`config.mk`:
```
export PLATFORM = sky130hd
export DESIGN_NAME = fir_mac_accum
export DESIGN_NICKNAME = d
export VERILOG_FILES = /design/src/rtl/fir_pkg.sv /design/src/rtl/fir_sat_trunc.sv /design/src/rtl/fir_mac_accum.sv
export SDC_FILE = /design/constraint.sdc
export NUM_CORES = 1
export LEC_CHECK = 0
export ABC_AREA = 0
export CORE_MARGIN = 3
export CORE_UTILIZATION = 55
export CTS_BUF_LIST = sky130_fd_sc_hd__clkbuf_4
export DETAILED_ROUTE_END_ITERATION = 12
export PLACE_DENSITY_LB_ADDON = 0.08
export SETUP_SLACK_MARGIN = 0.02
export SYNTH_ARGS = -nofsm -noshare
export SYNTH_HDL_FRONTEND = slang
export SYNTH_HIERARCHICAL = 1
export SYNTH_SLANG_ARGS = --single-unit
```
`constraint.sdc`:
```
create_clock -name clk -period 4.1 [get_ports clk]
set_clock_uncertainty 0.15 [all_clocks]
set_input_delay 0.615 -clock clk [delete_from_list [all_inputs] [get_ports clk]]
set_output_delay 0.615 -clock clk [all_outputs]
set_load 0.05 [all_outputs]
```
`src/rtl/fir_pkg.sv`:
```
// ---------------------------------------------------------------------------
// fir_pkg
// Shared FIR constants. The address generator and the MAC/accumulator block
// both import this package, so they agree on the tap count, the widths and
// the tap index width.
//   DATA_W / COEF_W : signed sample / coefficient widths
//   TAPS            : taps per output sample (tap index 0..TAPS-1)
//   OUT_W / SHIFT   : signed output width, right shift before output
//   TAP_W           : tap index width on the address bus
//   PROD_W / ACC_W  : product width and overflow-free accumulator width
// ---------------------------------------------------------------------------
package fir_pkg;

    localparam int DATA_W = 16;
    localparam int COEF_W = 16;
    localparam int TAPS   = 25;
    localparam int OUT_W  = 16;
    localparam int SHIFT  = 15;
    localparam int TAP_W  = 8;

    // Summing TAPS full-width products needs ceil(log2(TAPS)) guard bits.
    function automatic int acc_width(input int dw, input int cw, input int taps);
        return dw + cw + $clog2(taps);
    endfunction

    localparam int PROD_W = DATA_W + COEF_W;
    localparam int ACC_W  = acc_width(DATA_W, COEF_W, TAPS);

endpackage

```
`src/rtl/fir_sat_trunc.sv`:
```
// ---------------------------------------------------------------------------
// fir_sat_trunc
// Output conversion for the FIR accumulator: arithmetic right shift by SHIFT
// (floor rounding), then narrowing to OUT_W bits.
// Build option FIR_SAT_EN:
//   defined   -> saturate to [-2^(OUT_W-1), 2^(OUT_W-1)-1]
//   undefined -> keep the low OUT_W bits (two's-complement wrap)
// Ports:
//   i_sum : signed accumulated sum, ACC_W bits
//   o_y   : signed converted output, OUT_W bits
// ---------------------------------------------------------------------------
module fir_sat_trunc #(
    parameter int ACC_W = fir_pkg::ACC_W,
    parameter int OUT_W = fir_pkg::OUT_W,
    parameter int SHIFT = fir_pkg::SHIFT
) (
    input  logic signed [ACC_W-1:0] i_sum,
    output logic signed [OUT_W-1:0] o_y
);

    logic signed [ACC_W-1:0] w_shift;

    assign w_shift = i_sum >>> SHIFT;

`ifdef FIR_SAT_EN
    // The value fits in OUT_W bits exactly when every bit from the output
    // sign position upwards equals the sign bit.
    logic [ACC_W-OUT_W:0] w_hi;
    logic                 w_in_range;

    assign w_hi       = w_shift[ACC_W-1:OUT_W-1];
    assign w_in_range = (&w_hi) | (~|w_hi);

    always_comb begin
        o_y = w_shift[OUT_W-1:0];
        if (!w_in_range) begin
            o_y = w_shift[ACC_W-1] ? {1'b1, {(OUT_W-1){1'b0}}}
                                   : {1'b0, {(OUT_W-1){1'b1}}};
        end
    end
`else
    // Wrap mode simply drops the upper bits.
    logic w_unused_hi;

    assign w_unused_hi = ^w_shift[ACC_W-1:OUT_W];
    assign o_y         = w_shift[OUT_W-1:0];
`endif

endmodule

```
`src/rtl/fir_mac_accum.sv`:
```
// ---------------------------------------------------------------------------
// fir_mac_accum
// Multiply-accumulate back end of a TAPS-tap FIR filter. An external address
// generator walks tap_idx 0..TAPS-1; the data RAM and the coefficient ROM
// return their words one cycle later. This block multiplies each pair, sums
// one frame of TAPS products and emits the shifted, narrowed result.
// Build option FIR_SAT_EN selects saturation instead of wrap on the output
// (handled entirely inside fir_sat_trunc).
// Ports:
//   clk      : clock, rising edge
//   rst      : asynchronous active-high reset
//   tap_idx  : tap address issued this cycle
//   data_in  : signed sample for the tap_idx of the previous cycle
//   coef_in  : signed coefficient for the tap_idx of the previous cycle
//   y_out    : signed filtered sample, held between updates
//   y_valid  : one-cycle pulse in the cycle y_out takes a new value
//   tap_err  : sticky, an out-of-range tap_idx was seen (cleared by rst only)
// Timing: tap TAPS-1 presented in cycle t gives y_valid in cycle t+3.
// ---------------------------------------------------------------------------
module fir_mac_accum #(
    parameter int DATA_W = fir_pkg::DATA_W,
    parameter int COEF_W = fir_pkg::COEF_W,
    parameter int TAPS   = fir_pkg::TAPS,
    parameter int OUT_W  = fir_pkg::OUT_W,
    parameter int SHIFT  = fir_pkg::SHIFT
) (
    input  logic                      clk,
    input  logic                      rst,
    input  logic [fir_pkg::TAP_W-1:0] tap_idx,
    input  logic signed [DATA_W-1:0]  data_in,
    input  logic signed [COEF_W-1:0]  coef_in,
    output logic signed [OUT_W-1:0]   y_out,
    output logic                      y_valid,
    output logic                      tap_err
);

    import fir_pkg::*;

    localparam int              PROD_W   = DATA_W + COEF_W;
    localparam int              ACC_W    = acc_width(DATA_W, COEF_W, TAPS);
    localparam logic [TAP_W-1:0] LAST_TAP = TAP_W'(TAPS - 1);
    localparam logic [TAP_W-1:0] NUM_TAPS = TAP_W'(TAPS);

    // Pipeline registers. r_v_q / r_v_q2 mark slots carrying a tap that was
    // really captured; after reset the cleared tap registers read as tap 0,
    // and without these bits that would look like the start of a frame.
    logic [TAP_W-1:0]         r_tap_q;
    logic [TAP_W-1:0]         r_tap_q2;
    logic                     r_v_q;
    logic                     r_v_q2;
    logic signed [PROD_W-1:0] r_prod;
    logic signed [ACC_W-1:0]  r_acc;
    logic signed [OUT_W-1:0]  r_y_out;
    logic                     r_y_valid;
    logic                     r_tap_err;
    logic                     r_frame_ok;

    logic                     w_tap_ok;
    logic                     w_first;
    logic                     w_last;
    logic signed [ACC_W-1:0]  w_prod_ext;
    logic signed [ACC_W-1:0]  w_sum;
    logic signed [OUT_W-1:0]  w_y;

    assign w_tap_ok   = (r_tap_q < NUM_TAPS);
    assign w_first    = r_v_q2 && (r_tap_q2 == '0);
    assign w_last     = r_v_q2 && (r_tap_q2 == LAST_TAP);
    assign w_prod_ext = {{(ACC_W-PROD_W){r_prod[PROD_W-1]}}, r_prod};

    // Tap 0 restarts the sum; this also discards any partial frame when the
    // address generator jumps back early.
    assign w_sum = w_first ? w_prod_ext : (r_acc + w_prod_ext);

    fir_sat_trunc #(
        .ACC_W (ACC_W),
        .OUT_W (OUT_W),
        .SHIFT (SHIFT)
    ) u_sat_trunc (
        .i_sum (w_sum),
        .o_y   (w_y)
    );

    // Address alignment: tap_idx is registered once to meet its RAM/ROM data.
    always_ff @(posedge clk or posedge rst) begin
        if (rst) begin
            r_tap_q <= '0;
            r_v_q   <= 1'b0;
        end else begin
            r_tap_q <= tap_idx;
            r_v_q   <= 1'b1;
        end
    end

    // Stage 1: multiply. Out-of-range taps contribute zero and flag an error.
    always_ff @(posedge clk or posedge rst) begin
        if (rst) begin
            r_prod    <= '0;
            r_tap_q2  <= '0;
            r_v_q2    <= 1'b0;
            r_tap_err <= 1'b0;
        end else begin
            r_tap_q2 <= r_tap_q;
            r_v_q2   <= r_v_q;
            if (r_v_q && w_tap_ok) begin
                r_prod <= data_in * coef_in;
            end else begin
                r_prod <= '0;
            end
            if (r_v_q && !w_tap_ok) begin
                r_tap_err <= 1'b1;
            end
        end
    end

    // Stage 2: accumulate.
    always_ff @(posedge clk or posedge rst) begin
        if (rst) begin
            r_acc <= '0;
        end else if (r_v_q2) begin
            r_acc <= w_sum;
        end
    end

    // Frame gate: set once a frame has begun at tap 0, so a frame that was
    // entered part-way through (after reset) never reaches the output.
    always_ff @(posedge clk or posedge rst) begin
        if (rst) begin
            r_frame_ok <= 1'b0;
        end else if (w_first) begin
            r_frame_ok <= 1'b1;
        end
    end

    // Output register; the gate includes w_first so a single-tap frame works.
    always_ff @(posedge clk or posedge rst) begin
        if (rst) begin
            r_y_out   <= '0;
            r_y_valid <= 1'b0;
        end else begin
            r_y_valid <= w_last && (r_frame_ok || w_first);
            if (w_last && (r_frame_ok || w_first)) begin
                r_y_out <= w_y;
            end
        end
    end

    assign y_out   = r_y_out;
    assign y_valid = r_y_valid;
    assign tap_err = r_tap_err;

endmodule

```
==> impl_metrics.csv, run 1 <==
group,metric,value,unit
setup_path,r2r_slack,0.75,ns
die,initial_core_util,56.7,%
clock_network,cts_root_buffer,"clkbuf_4",
detailed_routing,wl_per_cell,16.2,um
outcome,status,"finished with violations",
finish,drive_above_1_share,30.2,%
finish,final_common_cell,"inv_1",
setup_path,path_class,"in -> reg",
finish,final_cell_mix,"257 x inv_1, 237 x fa_1, 197 x nand2_1",
setup_path,r2r_end,"r_acc[16]$_DFFE_PP0P_",
setup_path,crit_fanout,3,
timing,worst_pin_slew,0.957,ns
global_routing,grt_usage,25.4,%
global_routing,antenna_found_initial,1,
place,post-place-ws,-2.63,ns
detailed_routing,drc,0,
detailed_routing,drt-pass1-iter-count,5,
die,die_w,171,um
hold_path,hold_path.class,"reg -> reg",
global_routing,grt_pass1_wl,60000,um
clock_network,cts_tree,"done",
outcome,violations,"setup timing",
setup_path,critPathCaptureType,"flip-flop",
place,routabilityCongestion,0.924,
timing,setup_violations,24,
detailed_routing,avgViaCountPerCell,5.27,
timing,rsz0062_at_grt,"true",
timing,min_period,5.79,ns
die,floorplan.rows,59,
global_routing,grt_overflow,0,
place,dp_hpwl,27900,um
timing,slew_viol_final,0,
setup_path,arrival,6.03,ns
hold_path,min-delay-start,"r_tap_q[4]$_DFF_PP0_",
global_routing,first_global_vias,12200,
clock_network,hold_buffers,0,
clock_network,cts.clk_slew.worst_paths,0.16,ns
timing,max-slew-margin-rel,36.2,%
finish,area_delta_synth_final,27.9,%
detailed_routing,vias,11700,
die,ios,60,
finish,design_area,19200,um2
setup_path,reg2regPathDepth,12,
timing,hold_violations,0,
synthesis,yosys_warnings,6,
place,placed_cell_area,17400,um2
job,maxCapViolCount,0,
die,dieHeight,171,um
finish,nets,2306,
timing,finalWorstSetupSlack,-1.69,ns
timing,period_share,141,%
detailed_routing,wirelength,36200,um
synthesis,synth_nets,2047,
die,coreArea,26400,um2
place,portBuffers,59,
synthesis,netlist_area,15000,um2
synthesis,avgSynthCellArea,9.20,um2
synthesis,synthCells,1629,
global_routing,grt_start_max_net_pins,80,
setup_path,rr_startpoint,"r_prod[0]$_DFF_PP0_",
setup_path,cp.required,4.35,ns
detailed_routing,postRouteAntennaNets,0,
clock_network,cts_made_buffers,9,
hold_path,min_to,"r_tap_q2[4]$_DFF_PP0_",
detailed_routing,drt_iter0_drc,631,
timing,fmax,0.173,GHz
clock_network,clkSinkCount,99,
clock_network,cts_buffer_depth,2,
die,die_area,29300,um2
clock_network,clock_latency,0.47,ns
clock_network,cts_max_level,3,
setup_path,startpoint_type,"primary input",
hold_path,worstHoldPathCells,0,
## final cells by class
cell class	count	area (um2)
multi-input cells	1152	12100
fillers	1917	7260
repair buffers	321	2920
flip-flops and latches	99	2480
inverters	305	1150
well taps	335	419
clock inverters	7	71.3
clock buffers	9	67.6
diodes	1	2.50
## registers in the layout, summed over array words and instances (netlist names)
| register | count |
|---|---|
| y_valid | 1 |
| r_prod | 31 |
| r_tap_q | 8 |
| r_frame_ok | 1 |
| y_out | 16 |
| r_acc | 31 |
| r_v_q | 1 |
| r_v_q2 | 1 |
| r_tap_q2 | 8 |
| tap_err | 1 |
## metal layers
layer / vias to the layer above / share of wire, % / track usage, %
met5: - / 0 / 0
met2: 305 / 49 / 43.7
met1: 5845 / 44 / 35.0
met3: 55 / 3.9 / 2.43
li1: 5542 / - / -
met4: 0 / 2.3 / 6.79
## worst max-delay path by stage
| stage | from | endpoint | slack, ns | cells past startpoint |
|---|---|---|---|---|
| global route | coef_in[4] | r_prod[24]$_DFF_PP0_ | -1.85 | 23 |
| floorplan | coef_in[4] | r_prod[24]$_DFF_PP0_ | -1.94 | 23 |
| global placement | data_in[7] | r_prod[28]$_DFF_PP0_ | -2.56 | 22 |
| CTS | coef_in[11] | r_prod[28]$_DFF_PP0_ | -1.64 | 23 |
| detailed placement | data_in[7] | r_prod[28]$_DFF_PP0_ | -2.63 | 22 |
| finish | coef_in[11] | r_prod[24]$_DFF_PP0_ | -1.69 | 23 |
## stage by stage
step	instances	TNS [ns]	hold slack [ns]	utilization [%]
floorplan	1629	-30.46	0.198	-
global placement	2127	-51.32	0.203	65.8
detailed placement	2127	-52.69	0.211	65.8
CTS	2208	-28.81	0.245	70.3
global route	2229	-33.23	0.263	72.5
finish	2229	-29.74	0.241	72.5
## repair_timing
item                                    CTS  global route
gates resized for setup                 275           162
pin swaps                               104           117
cloned                                    3             0
setup buffers                            67            26
endpoints found under the setup margin   25            25
## worst max-delay path: stages
cell and delay, ns:
buf_6 0.09, buf_6 0.11, and2_4 0.13, fa_1 0.52, inv_1 0.05, fa_1 0.53
inv_1 0.05, fa_1 0.53, fa_1 0.45, fa_1 0.53, inv_1 0.05, fa_1 0.49
inv_2 0.05, ha_4 0.23, a21o_1 0.19, a21o_1 0.17, a21oi_2 0.17, o21ai_1 0.10
or3_4 0.34, a31oi_4 0.19, nor3b_2 0.08, o21ai_1 0.17, mux2i_1 0.19
Power of run 1 is not shown: default switching activity piles up to over one toggle a cycle in this logic, so the estimate is an artifact.
==> run 2: changes to the inputs <==
--- a/config.mk
+++ b/config.mk
@@ -6,7 +6,8 @@
 export NUM_CORES = 1
 export LEC_CHECK = 0
 export ABC_AREA = 0
-export CORE_MARGIN = 3
+export ABC_CLOCK_PERIOD_IN_PS = 7300
+export CORE_MARGIN = 1
 export CORE_UTILIZATION = 55
 export CTS_BUF_LIST = sky130_fd_sc_hd__clkbuf_4
 export DETAILED_ROUTE_END_ITERATION = 12
==> constraint.sdc (replaced) <==
create_clock -name clk -period 7.3 [get_ports clk]
set_clock_uncertainty 0.15 [all_clocks]
set_input_delay 1.095 -clock clk [delete_from_list [all_inputs] [get_ports clk]]
set_output_delay 1.095 -clock clk [all_outputs]
set_load 0.05 [all_outputs]
==> run 2 against run 1 <==
Against the previous run: the run now ends clean; sequential share of layout area up 2.0 points; final cell count decreased by 7.1%; non-clock buffer count fell by 164; clock-buffer cell count stayed put; final area is 13% lower; critical path type unchanged.
==> impl_metrics.csv, run 2 (synthesis results as in run 1) <==
group,metric,value,unit
detailed_routing,postRouteAntennaNets,0,
place,dp_hpwl,27800,um
global_routing,first_global_vias,11400,
global_routing,grt_overflow,0,
place,portBuffers,59,
hold_path,min-delay-start,"r_tap_q[2]$_DFF_PP0_",
clock_network,cts_made_buffers,9,
setup_path,startpoint_type,"primary input",
timing,slew_viol_final,0,
clock_network,cts_tree,"done",
clock_network,clock_latency,0.49,ns
place,routabilityCongestion,0.896,
die,dieHeight,167,um
finish,area_delta_synth_final,10.9,%
timing,hold_violations,0,
timing,setup_violations,0,
timing,finalWorstSetupSlack,0.449,ns
place,place_inst,2054,
finish,final_cell_mix,"303 x inv_1, 263 x fa_1, 229 x nand2_1",
timing,period_share,93.9,%
clock_network,cts.clk_slew.worst_paths,0.18,ns
setup_path,startpoint,"coef_in[4]",
detailed_routing,drt-pass1-iter-count,5,
die,floorplan.rows,60,
finish,nets,2142,
global_routing,antenna_found_initial,1,
setup_path,cp_common_cell,"fa_1",
setup_path,critPathCaptureType,"flip-flop",
timing,hold_ws,0.248,ns
global_routing,grt_usage,24.6,%
die,coreArea,26900,um2
detailed_routing,drt_iter0_drc,672,
timing,min_period,6.85,ns
finish,instances_no_fill,2071,
die,ios,60,
timing,fmax,0.146,GHz
detailed_routing,wl_per_cell,15.6,um
die,die_w,167,um
setup_path,cp_slowest_cell,"fa_1",
die,initial_core_util,55.8,%
outcome,status,"finished, final reports clean",
finish,fill_cells,2377,
global_routing,grt_start_max_net_pins,54,
hold_path,hold_path.class,"reg -> reg",
clock_network,cts_root_buffer,"clkbuf_4",
detailed_routing,wirelength,32300,um
detailed_routing,avgViaCountPerCell,5.22,
job,maxCapViolCount,0,
die,die_area,27900,um2
finish,final_common_cell,"inv_1",
clock_network,cts_resized,0,
timing,rsz0062_at_grt,"false",
hold_path,worstHoldPathCells,0,
clock_network,cts_buffer_depth,2,
setup_path,reg2regPathDepth,12,
detailed_routing,vias,10800,
setup_path,cpPeakStageDelay,0.55,ns
setup_path,crit_fanout,8,
clock_network,hold_buffers,0,
timing,worst_pin_slew,0.921,ns
finish,drive_above_1_share,8.68,%
clock_network,clkSinkCount,99,
global_routing,grt_pass1_wl,55400,um
setup_path,path_class,"in -> reg",
detailed_routing,drc,0,
setup_path,cp.required,7.56,ns
clock_network,cts_max_level,3,
clock_network,post-cts-setup-buffers,0,
place,post-place-ws,-0.0887,ns
setup_path,arrival,7.11,ns
setup_path,path_cells,"clkdlybuf4s50_1 > buf_4 > and2_1 > fa_1 > inv_1 > fa_1 > fa_1 > fa_1 > inv_1 > fa_1 > fa_1 > ha_1 > a21oi_1 > o21bai_1 > a21oi_1 > o21ai_0 > or3_1 > a31oi_1 > nor3b_1 > o21ai_1 > mux2i_1",
setup_path,rr_startpoint,"r_prod[0]$_DFF_PP0_",
timing,max-slew-margin-rel,38.4,%
## run 2: per-stage QoR
| stage | TNS [ns] | util (%) | instance area (um2) |
|---|---|---|---|
| 2_1_floorplan | 0 | - | 15000 |
| 3_3_place_gp | -0.0319 | 61.3 | 16500 |
| 4_1_cts | 0 | 61.9 | 16600 |
| 6_report | 0 | 61.9 | 16600 |
| 3_5_place_dp | -0.397 | 61.3 | 16500 |
| 5_1_grt | 0 | 61.9 | 16600 |
## run 2: final timing paths
kind / to / slack [ns]
min: r_tap_q2[2]$_DFF_PP0_ / 0.25
min in group asynchronous: r_tap_q[0]$_DFF_PP0_ / 0.86
max reg2reg: r_acc[24]$_DFFE_PP0P_ / 3.98
max in group asynchronous: r_acc[1]$_DFFE_PP0P_ / 5.12
max: r_prod[24]$_DFF_PP0_ / 0.45
min reg2reg: r_tap_q2[2]$_DFF_PP0_ / 0.25
## run 2: cell type report
class / instances / area, um2 / area share, %
inverters: 305 / 1150 / 6.90
flip-flops and latches: 99 / 2480 / 14.9
diodes: 1 / 2.50 / 0.0150
well taps: 341 / 427 / 2.57
repair buffers: 157 / 1390 / 8.35
multi-input cells: 1152 / 11000 / 66.3
clock inverters: 7 / 88.8 / 0.534
clock buffers: 9 / 67.6 / 0.406
## run 2: critical path, delay by kind of cell
kind | cells | cell delay, ns
buffers and inverters | 4 | 0.80
and+or+nand+nor | 3 | 0.61
adders and majority gates | 7 | 3.31
muxes | 1 | 0.20
AOI/OAI and AO/OA | 6 | 1.09
## run 2: routing by layer
layer  global-route usage (%)  vias to the layer above  wire, um
li1                         -                     5218         -
met1                     35.2                     5413     15700
met2                     41.9                      166     15600
met3                     1.80                       22       751
met4                     3.74                        0       263
met5                        0                        -         0
Power of run 2 is left out for the same reason.
==> run 3: changes to the inputs <==
--- a/config.mk
+++ b/config.mk
@@ -5,12 +5,12 @@
 export SDC_FILE = /design/constraint.sdc
 export NUM_CORES = 1
 export LEC_CHECK = 0
-export ABC_AREA = 0
 export ABC_CLOCK_PERIOD_IN_PS = 7300
 export CORE_MARGIN = 1
 export CORE_UTILIZATION = 55
 export CTS_BUF_LIST = sky130_fd_sc_hd__clkbuf_4
 export DETAILED_ROUTE_END_ITERATION = 12
+export GPL_ROUTABILITY_DRIVEN = 0
 export PLACE_DENSITY_LB_ADDON = 0.08
 export SETUP_SLACK_MARGIN = 0.02
 export SYNTH_ARGS = -nofsm -noshare
==> run 3 against run 2 <==
Against the previous run: die area unchanged; final area about the same; sequential cell count unchanged; fmax decreased by 0.47%; global-route usage increased by 0.44 points.
==> impl_metrics.csv, run 3 (synthesis results as in run 1) <==
group,metric,value,unit
outcome,status,"finished, final reports clean",
setup_path,crit_fanout,6,
finish,regArea,2480,um2
clock_network,hold_buffers,0,
setup_path,path_cells,"clkdlybuf4s50_1 > nand2_1 > fa_1 > inv_1 > fa_1 > inv_1 > fa_1 > inv_1 > fa_1 > fa_1 > inv_1 > fa_1 > inv_1 > ha_1 > a21o_1 > a21oi_1 > o21ai_0 > a31oi_1 > a31oi_1 > a211oi_1 > o21bai_1 > xnor2_1 > nor2_1",
finish,drive_above_1_share,8.68,%
finish,area_delta_synth_final,10.9,%
setup_path,path_buf_inv,6,
place,post-place-ws,-0.105,ns
clock_network,cts_buffer_depth,2,
setup_path,path_class,"in -> reg",
finish,multi_input_area,11000,um2
timing,rsz0062_at_grt,"false",
finish,final_cell_mix,"303 x inv_1, 263 x fa_1, 229 x nand2_1",
setup_path,cp_common_cell,"fa_1",
setup_path,cp_top_family,"adder cells",
detailed_routing,avgViaCountPerCell,5.25,
timing,period_share,94.3,%
timing,max-slew-margin-rel,38.4,%
detailed_routing,drt-pass1-iter-count,5,
detailed_routing,drt_iter0_drc,565,
setup_path,critPathCaptureType,"flip-flop",
setup_path,startpoint_type,"primary input",
finish,final_common_cell,"inv_1",
timing,setup_violations,0,
clock_network,clkSinkCount,99,
setup_path,cpPeakStageDelay,0.68,ns
detailed_routing,drc,0,
detailed_routing,wirelength,32300,um
die,dieHeight,167,um
global_routing,grt_usage,25.0,%
die,ios,60,
die,coreArea,26900,um2
die,die_area,27900,um2
hold_path,hold_path.class,"reg -> reg",
timing,worst_pin_slew,0.922,ns
finish,fill_cells,2354,
detailed_routing,wl_per_cell,15.6,um
clock_network,cts_root_buffer,"clkbuf_4",
global_routing,grt_pass1_wl,56200,um
clock_network,post-cts-setup-buffers,0,
setup_path,cp.required,7.49,ns
clock_network,cts_resized,0,
die,die_w,167,um
finish,nets,2142,
detailed_routing,postRouteAntennaNets,0,
place,portBuffers,59,
finish,design_area,16600,um2
timing,finalWorstSetupSlack,0.417,ns
global_routing,grt_overflow,0,
global_routing,grt_start_max_net_pins,59,
setup_path,cp_slowest_cell,"clkdlybuf4s50_1",
timing,fmax,0.145,GHz
job,maxCapViolCount,0,
timing,slew_viol_final,0,
die,floorplan.rows,60,
clock_network,clock_latency,0.48,ns
die,initial_core_util,55.8,%
timing,min_period,6.88,ns
place,dp_hpwl,27900,um
clock_network,cts_max_level,3,
setup_path,arrival,7.08,ns
global_routing,antenna_found_initial,2,
timing,hold_violations,0,
detailed_routing,vias,10900,
clock_network,cts.clk_slew.worst_paths,0.18,ns
place,placed_cell_area,16500,um2
clock_network,cts_made_buffers,9,
global_routing,first_global_vias,11500,
clock_network,cts_tree,"done",
==> run 3: cell types whose count changed in the layout (fill, tap and decap cells not counted), sizes merged <==
cell,previous run,this run
clkinv,4,6
inv,308,306
==> run 3: per-stage QoR <==
stage	cells	util [%]	hold slack, ns	setup TNS (ns)
after global routing	2071	61.9	0.265	0
after CTS	2070	61.8	0.252	0
after global placement	2054	61.2	0.210	-0.111
after detailed placement	2054	61.2	0.212	-0.415
final	2071	61.9	0.248	0
after floorplan	1629	-	0.198	0
==> run 3: cell type report <==
class / count / share of cell area (%)
Clock buffer: 9 / 0.406
Timing Repair Buffer: 157 / 8.28
Multi-Input combinational cell: 1152 / 66.4
Tap cell: 341 / 2.57
Inverter: 305 / 6.90
Clock inverter: 7 / 0.564
Antenna cell: 1 / 0.0151
Sequential cell: 99 / 14.9
==> run 3: worst paths after layout <==
path,startpoint,to,slack (ns),depth (start not counted)
min in group asynchronous,rst,r_tap_q[1]$_DFF_PP0_,0.81,2
max reg2reg,r_prod[0]$_DFF_PP0_,r_acc[24]$_DFFE_PP0P_,4.00,12
max in group asynchronous,rst,r_acc[7]$_DFFE_PP0P_,5.06,3
min,r_tap_q[2]$_DFF_PP0_,r_tap_q2[2]$_DFF_PP0_,0.25,0
max,coef_in[7],r_prod[27]$_DFF_PP0_,0.42,23
min reg2reg,r_tap_q[2]$_DFF_PP0_,r_tap_q2[2]$_DFF_PP0_,0.25,0
==> run 3: per-layer routing <==
metal	up-vias	wire length (um)	GRT usage, %
li1	5208	-	-
met1	5409	15300	35.4
met2	219	15500	42.5
met3	31	1140	2.58
met4	2	323	3.99
met5	-	13	0
==> run 3: worst reg2reg max path: stages (launching register included) <==
cell and delay [ns]:
dfrtp_1 0.39, ha_1 0.22, inv_1 0.07, fa_1 0.39
nand2b_1 0.18, a21oi_1 0.31, o21a_1 0.21, o2111ai_1 0.19
a21o_1 0.25, nand4b_1 0.17, a31oi_1 0.12, a22o_1 0.28
mux2_2 0.27
Power of run 3 is left out for the same reason.
